## config.mk

```make
export PLATFORM = sky130hd
export DESIGN_NAME = pe_mac_v2
export DESIGN_NICKNAME = d
export VERILOG_FILES = /design/src/rtl/pe_pkg.sv /design/src/rtl/pe_sat_acc.sv /design/src/rtl/pe_mac_v2.sv
export SDC_FILE = /design/constraint.sdc
export NUM_CORES = 1
export LEC_CHECK = 0
export BUFFER_PORTS_ARGS = -buffer_cell sky130_fd_sc_hd__buf_2
export CAP_MARGIN = 20
export CORE_ASPECT_RATIO = 1.25
export CORE_MARGIN = 3
export CORE_UTILIZATION = 55
export CTS_BUF_LIST = sky130_fd_sc_hd__clkbuf_4 sky130_fd_sc_hd__clkbuf_8 sky130_fd_sc_hd__clkbuf_16
export DETAILED_ROUTE_END_ITERATION = 12
export HOLD_SLACK_MARGIN = 0.15
export PLACE_DENSITY = 0.72
export SKIP_CTS_REPAIR_TIMING = 1
export SLEW_MARGIN = 0
export SYNTH_ARGS = -nofsm -noshare
export SYNTH_HDL_FRONTEND = slang
export SYNTH_HIERARCHICAL = 1
export SYNTH_SLANG_ARGS = --single-unit
export TNS_END_PERCENT = 20
```

## constraint.sdc

```tcl
create_clock -name clk -period 5.9 [get_ports clk]
set_input_delay 0.885 -clock clk [delete_from_list [all_inputs] [get_ports clk]]
set_output_delay 0.885 -clock clk [all_outputs]
set_load 0.05 [all_outputs]
```

## src/rtl/pe_pkg.sv

```systemverilog
// pe_pkg: saturation limits and saturating add shared by the PE accumulator.
package pe_pkg;
  localparam int MAX_W = 64;
  typedef logic signed [MAX_W+1:0] wide_t;
  function automatic wide_t max_val(int w, bit s);
    return s ? (wide_t'(1) <<< (w - 1)) - wide_t'(1) : (wide_t'(1) <<< w) - wide_t'(1);
  endfunction
  function automatic wide_t min_val(int w, bit s);
    return s ? -(wide_t'(1) <<< (w - 1)) : '0;
  endfunction
  function automatic wide_t widen(logic [MAX_W-1:0] x, bit s);
    return s ? {{2{x[MAX_W-1]}}, x} : {2'b0, x};
  endfunction
  function automatic logic [MAX_W-1:0] sat_add(logic [MAX_W-1:0] x, logic [MAX_W-1:0] y, int w, bit s);
    wide_t t;
    t = widen(x, s) + widen(y, s);
    return MAX_W'(t > max_val(w, s) ? max_val(w, s) : t < min_val(w, s) ? min_val(w, s) : t);
  endfunction
  function automatic bit sat_hit(logic [MAX_W-1:0] x, logic [MAX_W-1:0] y, int w, bit s);
    wide_t t;
    t = widen(x, s) + widen(y, s);
    return t > max_val(w, s) || t < min_val(w, s);
  endfunction
endpackage

```

## src/rtl/pe_sat_acc.sv

```systemverilog
// pe_sat_acc: saturating frame accumulator with per-frame clamp sticky and result register.
module pe_sat_acc import pe_pkg::*; #(
  parameter int PROD_W = 16,
  parameter int ACC_W  = 32,
  parameter int SIGNED = 1
) (
  input  logic              clk,
  input  logic              rst,
  input  logic              en,
  input  logic              fire,
  input  logic              clr,
  input  logic              last,
  input  logic [PROD_W-1:0] prod,
  output logic [ACC_W-1:0]  c_out,
  output logic              c_vld,
  output logic              c_sat
);
  localparam bit SG = SIGNED != 0;
  logic [ACC_W-1:0] acc, acc_nx;
  logic             sat, sat_nx;
  logic [MAX_W-1:0] prod_x, acc_x;
  // clr starts from zero, so a frame's first pair reports only its own clamp
  always_comb begin
    prod_x = {{(MAX_W-PROD_W){SG && prod[PROD_W-1]}}, prod};
    acc_x  = clr ? '0 : {{(MAX_W-ACC_W){SG && acc[ACC_W-1]}}, acc};
    acc_nx = ACC_W'(sat_add(acc_x, prod_x, ACC_W, SG));
    sat_nx = sat_hit(acc_x, prod_x, ACC_W, SG) | (~clr & sat);
  end
  always_ff @(posedge clk or posedge rst) begin
    if (rst) begin
      acc   <= '0;
      sat   <= 1'b0;
      c_out <= '0;
      c_vld <= 1'b0;
      c_sat <= 1'b0;
    end else if (en) begin
      if (fire) begin
        acc <= acc_nx;
        sat <= sat_nx;
      end
      c_vld <= fire & last;
      if (fire & last) begin
        c_out <= acc_nx;
        c_sat <= sat_nx;
      end
    end
  end
endmodule

```

## src/rtl/pe_mac_v2.sv

```systemverilog
// pe_mac_v2: systolic MAC PE; forwards A east / B south and accumulates framed A*B with saturation.
module pe_mac_v2 import pe_pkg::*; #(
  parameter int DATA_W = 8,
  parameter int ACC_W  = 32,
  parameter int SIGNED = 1
) (
  input  logic              clk,
  input  logic              rst,
  input  logic              en,
  input  logic [DATA_W-1:0] a_in,
  input  logic              a_vld_in,
  input  logic              clr_in,
  input  logic              last_in,
  input  logic [DATA_W-1:0] b_in,
  input  logic              b_vld_in,
  output logic [DATA_W-1:0] a_out,
  output logic              a_vld_out,
  output logic              clr_out,
  output logic              last_out,
  output logic [DATA_W-1:0] b_out,
  output logic              b_vld_out,
  output logic [ACC_W-1:0]  c_out,
  output logic              c_vld,
  output logic              c_sat,
  output logic              err_mis
);
  localparam int PW = 2 * DATA_W;
  if (ACC_W < PW || ACC_W >= MAX_W) begin : g_bad_acc_w
    $error("pe_mac_v2: ACC_W must be >= 2*DATA_W and < %0d", MAX_W);
  end
  logic [DATA_W-1:0] a_s0, b_s0;
  logic              a_vld_s0, b_vld_s0, clr_s0, last_s0, err_r;
  logic              fire_s1, clr_s1, last_s1;
  logic [PW-1:0]     prod_s1, a_x, b_x;
  // operands are widened to the product width so the low PW bits are exact in either mode
  always_comb begin
    a_x = {{DATA_W{SIGNED != 0 && a_s0[DATA_W-1]}}, a_s0};
    b_x = {{DATA_W{SIGNED != 0 && b_s0[DATA_W-1]}}, b_s0};
  end
  always_ff @(posedge clk or posedge rst) begin
    if (rst) begin
      a_s0     <= '0;
      b_s0     <= '0;
      a_vld_s0 <= 1'b0;
      b_vld_s0 <= 1'b0;
      clr_s0   <= 1'b0;
      last_s0  <= 1'b0;
      err_r    <= 1'b0;
      fire_s1  <= 1'b0;
      clr_s1   <= 1'b0;
      last_s1  <= 1'b0;
      prod_s1  <= '0;
    end else if (en) begin
      a_s0     <= a_in;
      b_s0     <= b_in;
      a_vld_s0 <= a_vld_in;
      b_vld_s0 <= b_vld_in;
      clr_s0   <= clr_in;
      last_s0  <= last_in;
      err_r    <= err_r | (a_vld_in != b_vld_in);
      fire_s1  <= a_vld_s0 & b_vld_s0;
      clr_s1   <= clr_s0;
      last_s1  <= last_s0;
      prod_s1  <= a_x * b_x;
    end
  end
  assign a_out     = a_s0;
  assign b_out     = b_s0;
  assign a_vld_out = a_vld_s0;
  assign b_vld_out = b_vld_s0;
  assign clr_out   = clr_s0;
  assign last_out  = last_s0;
  assign err_mis   = err_r;
  pe_sat_acc #(.PROD_W(PW), .ACC_W(ACC_W), .SIGNED(SIGNED)) u_acc (
    .clk   (clk),
    .rst   (rst),
    .en    (en),
    .fire  (fire_s1),
    .clr   (clr_s1),
    .last  (last_s1),
    .prod  (prod_s1),
    .c_out (c_out),
    .c_vld (c_vld),
    .c_sat (c_sat)
  );
endmodule

```

==> results of run 1 <==
## cells in the mapped netlist (all sizes together) (3+ instances only)
cell type    n
a211oi       8
a21o        15
a21oi       63
a221oi       3
a311oi       3
a31oi       12
and2        46
and3         8
buf         14
clkbuf      22
dfrtp      107
fa          58
ha          61
inv        101
mux2        31
nand2      101
nand2b       9
nand3       12
nand4        7
nor2        36
nor2b       44
nor3         6
nor3b        4
nor4         3
nor4b        4
o211ai       4
o21a         3
o21ai       91
o21bai       6
o22a         4
o31ai        5
or3          4
xnor2       25
xor2        11
## routing by layer
layer / wire (um) / track usage
met5: 0 / 0
met4: 605 / 0.0963
met3: 559 / 0.0387
met2: 9930 / 0.417
met1: 7800 / 0.263
## registers in the layout, indices dropped and copies added (netlist names)
name / cells
u_acc/c_sat: 1
a_out: 8
b_out: 8
clr_out: 1
last_s1: 1
u_acc/c_vld: 1
u_acc/c_out: 32
b_vld_out: 1
last_out: 1
a_vld_out: 1
u_acc/sat: 1
err_mis: 1
clr_s1: 1
prod_s1: 16
fire_s1: 1
u_acc/acc: 32
## cell families (layout without fill, tap and decap cells)
family / Yosys count / after routing
simple gates: 292 / 292
flops: 107 / 107
fa+ha+maj: 119 / 119
mux: 32 / 32
xor+xnor: 36 / 36
compound gates: 236 / 236
buf+inv: 137 / 202
## per-stage QoR
stage	utilization	worst slack [ps]	cells	hold WS, ps
after floorplan	-	1320	959	442
after global placement	0.600	791	1220	433
after detailed placement	0.600	664	1220	447
after CTS	0.622	602	1236	466
after global routing	0.622	147	1236	485
final	0.622	609	1236	466
## worst paths after layout
kind / from / endpoint / slack [ps] / depth (start not counted)
worst max-delay path: clr_s1 / u_acc/acc[10] / 610 / 19
worst min-delay path: err_mis / err_mis / 470 / 1
worst max register to register: clr_s1 / u_acc/acc[10] / 610 / 19
worst min register to register: err_mis / err_mis / 470 / 1
max in group asynchronous: rst / u_acc/c_out[17] / 4560 / 3
min in group asynchronous: rst / clr_out / 640 / 3
## layout by cell type (no fill, tap or decap), types with 3 or more instances in the layout
cell type and n:
o31ai_1 5, o22a_1 4, nor4b_1 3, nand4_1 7, nor2b_1 44, ha_1 61
dfrtp_1 107, fa_1 58, o21ai_1 36, and2_1 46, nor3b_1 4, and3_1 8
o21ai_0 51, nand3_1 12, a211oi_1 6, nand2b_1 9, buf_2 77, clkbuf_16 9
xnor2_1 25, nor4_1 3, a21oi_2 11, nand2_1 101, o21ai_2 4, nor2_1 35
xor2_1 11, o211ai_1 3, o21a_1 3, clkinv_8 3, a31oi_1 12, or3_1 4
buf_4 8, a21oi_1 52, mux2_2 31, inv_1 100, a21o_1 15, nor3_1 6
o21bai_1 6
## critical path, stage by stage (launching register included)
cell	delay (ps)
dfrtp_1	800
buf_4	340
nand2b_1	180
inv_1	50
ha_1	300
a211oi_2	90
nor4b_2	300
a221oi_2	90
o211ai_2	300
nand3_1	120
nand2_1	110
a21o_1	130
a21oi_1	80
fa_1	560
or4bb_1	520
o311ai_2	290
o21ai_2	260
buf_4	290
a21oi_1	210
o21ai_1	100
## cell type report
cell class | count | share of cell area
inverters | 101 | 0.0390
clock inverters | 7 | 0.0111
clock buffers | 9 | 0.0232
well taps | 212 | 0.0273
multi-input cells | 715 | 0.578
repair buffers | 85 | 0.0458
flip-flops and latches | 107 | 0.276
==> summary.txt, run 1 <==
Global route
  • Vias in the first global route: 7088
  • Initial antenna violation count: 0
  • Tot GR Track Use: 0.228
  • GRT overflow: 0
  • Largest net degree at the start of global routing: 68
  • First-pass GRT wire length: 33100 um

Critical path
  • CP endpoint kind: flop
  • CP startpoint kind: flop
  • Worst EP required: 6120 ps
  • Setup CP Type: reg2reg
  • Arrival @ worst endpoint: 5510 ps
  • CP max FO: 21

Place
  • Detailed Place HPWL: 14600 um
  • RD Place Congestion: 0.922
  • DP Area: 9380 um2
  • PortBufs: 77

Run
  • Max-cap viol count: 0

Logic synthesis
  • Mapped cell area: 8840 um2
  • Mux contribution to synthesized area: 0.0406
  • Main combinational cell family by area after synthesis: adder cells
  • Netlist cell types: 70
  • Asr flop ratio synth: 1.00
  • Ys Warns: 6
  • Net Count, Synth: 1101
  • Number of synthesized flops with an enable pin: 0
  • Syn avg cell area: 9.22 um2
  • Cell count after synthesis: 959
  • Synth Area in Compound Gates: 0.171
  • Xor and xnor fraction of the mapped netlist area: 0.0357
  • Share of the synthesized area in the top cell type: 0.303
  • Most area-hungry cell type in the Yosys netlist: dfrtp_1
  • Top_reg_cell synth: dfrtp_1
  • Area contributors post-synth: dfrtp_1 30%, fa_1 13%, ha_1 8.6%
  • Adder-Cell Fraction of Synth Area: 0.218
  • Simple-Gate Fraction of Synth Area: 0.170
  • Register area share after synthesis: 0.303
  • Yosys reg bits: 107

Floorplanning
  • Die width: 119 um
  • Starting Density: 0.565
  • Top-Level Pins: 78
  • FP Rows: 51
  • Die Area: 17600 um2
  • Die height: 148 um
  • Core Box Area: 15600 um2

Cells and area
  • Storage element area: 2680 um2
  • Area growth syn-to-layout: 9.95%
  • Fill cells: 1352
  • Post-route cell area: 9720 um2
  • Nets: 1161
  • Multi-input combinational cell area: 5620 um2
  • ANT cells: 0
  • Layout cell share with drive strength beyond 1: 0.155

Drt
  • Residual DRC count: 0
  • DR iter-0 viols: 349
  • Antenna Violating Nets Remaining: 0
  • Drt wl/cell: 15.3 um
  • Vias: 6916
  • Vias per std cell: 5.60
  • First-pass detailed-route iteration total: 5
  • Routed wire length: 18900 um

CTS
  • CTS sink count: 107
  • CTS tree: done
  • Clk pin slew, worst setup/hold paths: 80 ps
  • Worst-case clock buffer depth: 2
  • H-Tree Depth: 3
  • Worst skew pair latency: 360 ps
  • Clock root cell: clkbuf_16
  • Num CTS Buffers: 9

Outcome
  • Status: finished clean

Timing
  • Slew Limit Fails: 0
  • Hold Vio Cnt, Final: 0
  • Setup violators final: 0
  • Clock skew: 14.6 ps
  • Slew headroom: 0.383
  • RSZ-0062 raised after global routing: false
  • Fmax: 189 MHz
  • Final setup TNS: 0 ps
  • Post-route minimum period: 5290 ps
  • Final period utilization: 0.897
  • Worst Tran Pin Value: 925 ps

Min path
  • Worst hold path class: reg2reg
Power of run 1 is not shown: default switching activity piles up to over one toggle a cycle in this logic, so the estimate is an artifact.
==> run 2: changes to the inputs <==
Settings changed: ABC_AREA set to 1, PLACE_DENSITY 0.72 to 0.71.
==> run 2 against run 1 <==
Die area up 21%; clock-buffer cell count increased by 1; setup slack improved by 810 ps; synthesized area is 22% higher; global-route usage up 2.7 points; register-to-register slack improved by 810 ps; via count grew 41%; final cell count up 58%; sequential cell count unchanged.
==> summary.txt, run 2 <==
Outcome
  • Status: finished clean

Cells and area
  • Nets: 1829
  • Layout cell share with drive strength beyond 1: 0.135
  • Post-route cell area: 11600 um2
  • Fill cells: 1846
  • Largest regs: u_acc/acc (32), u_acc/c_out (32), prod_s1 (16)
  • Area growth syn-to-layout: 7.93%
  • Commonest non-fill, non-tap cell in the layout: nand2_1
  • Commonest cells after routing, fill and taps aside: 663 x nand2_1, 317 x inv_1, 107 x dfrtp_1
  • ANT cells: 0

Drt
  • Vias: 9743
  • DR iter-0 viols: 520
  • Vias per std cell: 4.99
  • Routed wire length: 26700 um
  • Drt wl/cell: 13.7 um
  • Residual DRC count: 0
  • Antenna Violating Nets Remaining: 0
  • First-pass detailed-route iteration total: 6

Timing
  • Worst Tran Pin Value: 1070 ps
  • Hold Vio Cnt, Final: 0
  • Slew Limit Fails: 0
  • Final period utilization: 0.759
  • Post-route minimum period: 4480 ps
  • RSZ-0062 raised after global routing: false
  • Fmax: 223 MHz
  • Clock skew: 9.52 ps
  • Slew headroom: 0.289
  • Hold Slack: 462 ps
  • Setup violators final: 0
  • Final setup TNS: 0 ps

Critical path
  • Cell mode on critical path: inv_1
  • CP max stage cell: fa_1
  • Worst EP required: 6140 ps
  • CP max FO: 10
  • Buf/Inv on CP: 6
  • Setup CP Type: reg2reg
  • Worst r2r src: b_out[2]
  • Worst Setup SP: b_out[2]
  • CP startpoint kind: flop
  • Crit path cell chain: nand2_1 -> inv_1 -> fa_1 -> inv_1 -> fa_1 -> inv_1 -> fa_1 -> inv_1 -> fa_1 -> inv_1 -> ha_1 -> nand2_1 -> nor2_2 -> nand2_1 -> nor2_2 -> inv_2 -> nand3_2 -> nand3_1 -> nand3_1 -> nand2_1
  • CP Depth: 20
  • Top delay family on crit path: adder cells
  • CP endpoint kind: flop
  • Arrival @ worst endpoint: 4720 ps
  • CP peak stage delay: 560 ps
  • R2R cell count: 20
  • Crit path capture: prod_s1[15]
  • Reg2reg end: prod_s1[15]
  • Reg2reg setup slack: 1420 ps

Logic synthesis
  • Syn avg cell area: 6.60 um2
  • Most area-hungry cell type in the Yosys netlist: dfrtp_1
  • Most numerous cell in the Yosys netlist: nand2_1
  • Ys Warns: 6
  • List of most frequent post-synthesis cells: 663 x nand2_1, 318 x inv_1, 107 x dfrtp_1
  • Cell count after synthesis: 1634
  • Mapped cell area: 10800 um2
  • Netlist cell types: 41
  • Number of synthesized flops with an enable pin: 0
  • Area contributors post-synth: dfrtp_1 25%, nand2_1 23%, inv_1 11%
  • Register area share after synthesis: 0.248
  • Net Count, Synth: 1776
  • Asr flop ratio synth: 1.00
  • Share of the synthesized area in the top cell type: 0.248
  • Yosys reg bits: 107
  • Top_reg_cell synth: dfrtp_1

CTS
  • Clk pin slew, worst setup/hold paths: 80 ps
  • CTS sink count: 107
  • CTS tree: done
  • Worst-case clock buffer depth: 2
  • Clock root cell: clkbuf_16
  • Num CTS Buffers: 9
  • Worst skew pair latency: 350 ps
  • H-Tree Depth: 3

Power and ir drop
  • Leak: 7.09 nW
  • VDD IR-drop max: 277 uV
  • Pwr/cell area: 600 nW/um2
  • Final Power: 6.98 mW

Place
  • RD Place Congestion: 0.949
  • DP Area: 11300 um2
  • Detailed Place HPWL: 21300 um
  • PortBufs: 77

Floorplanning
  • Die height: 163 um
  • Starting Density: 0.568
  • Top-Level Pins: 78
  • Die width: 131 um
  • FP Rows: 56
  • Die Area: 21300 um2
  • Core Box Area: 19000 um2

Global route
  • Initial antenna violation count: 0
  • Vias in the first global route: 9801
  • Tot GR Track Use: 0.255
  • GRT overflow: 0
  • Largest net degree at the start of global routing: 68
  • First-pass GRT wire length: 44800 um

Run
  • Max-cap viol count: 0

Min path
  • Worst hold path class: reg2reg
## run 2: area by class of cell
class / count / area (um2) / area share
sequential: 107 / 2680 / 0.230
multi-input combinational: 1147 / 6610 / 0.568
tap: 261 / 327 / 0.0281
clock buffer: 10 / 233 / 0.0200
clock inverter: 6 / 61.3 / 0.00527
timing repair buffer: 85 / 465 / 0.0400
inverter: 337 / 1260 / 0.109
## run 2: metrics by stage
step / setup slack (ps) / utilization / std cells
finish: 1420 / 0.613 / 1953
global route: 1060 / 0.613 / 1953
CTS: 984 / 0.611 / 1952
detailed placement: 1020 / 0.596 / 1936
global placement: 1110 / 0.596 / 1936
floorplan: 1420 / - / 1634
## run 2: report_power, final
part | total [mW] | internal [mW] | switching, mW
registers | 1.24 | 1.02 | 0.217
clock network | 0.598 | 0.301 | 0.298
logic | 5.15 | 1.62 | 3.53
## run 2: metal layers
layer / track usage / part of all wire
met5: 0 / 0
met4: 0.120 / 0.046
met3: 0.0226 / 0.027
met2: 0.501 / 0.54
met1: 0.275 / 0.39
## run 2: logic make-up (layout without fill, tap and decap cells)
group	after synthesis	in the layout	share of synthesized area
xor gates and xnor gates	4	4	0.00325
and+or+nand+nor	957	957	0.396
adders and majority gates	119	119	0.178
buffers and inverters	380	438	0.139
AOI/OAI and AO/OA	67	67	0.0349
DFF	107	107	0.248
## run 2: how the worst min path moves through the flow
| stage | startpoint | depth (start not counted) | end | slack, ps |
|---|---|---|---|---|
| 4_1_cts | err_mis | 2 | err_mis | 470 |
| 3_5_place_dp | err_mis | 2 | err_mis | 450 |
| 3_3_place_gp | err_mis | 2 | err_mis | 440 |
| 6_report | err_mis | 2 | err_mis | 460 |
| 5_1_grt | u_acc/acc[26] | 2 | u_acc/acc[26] | 500 |
| 2_1_floorplan | prod_s1[2] | 2 | prod_s1[2] | 450 |
## run 2: tightest hold or removal path, stage by stage, from the launching register on
cell,delay [ps]
dfrtp_1,340
inv_1,40
nand2_1,50
(Power assumes the default switching activity.)
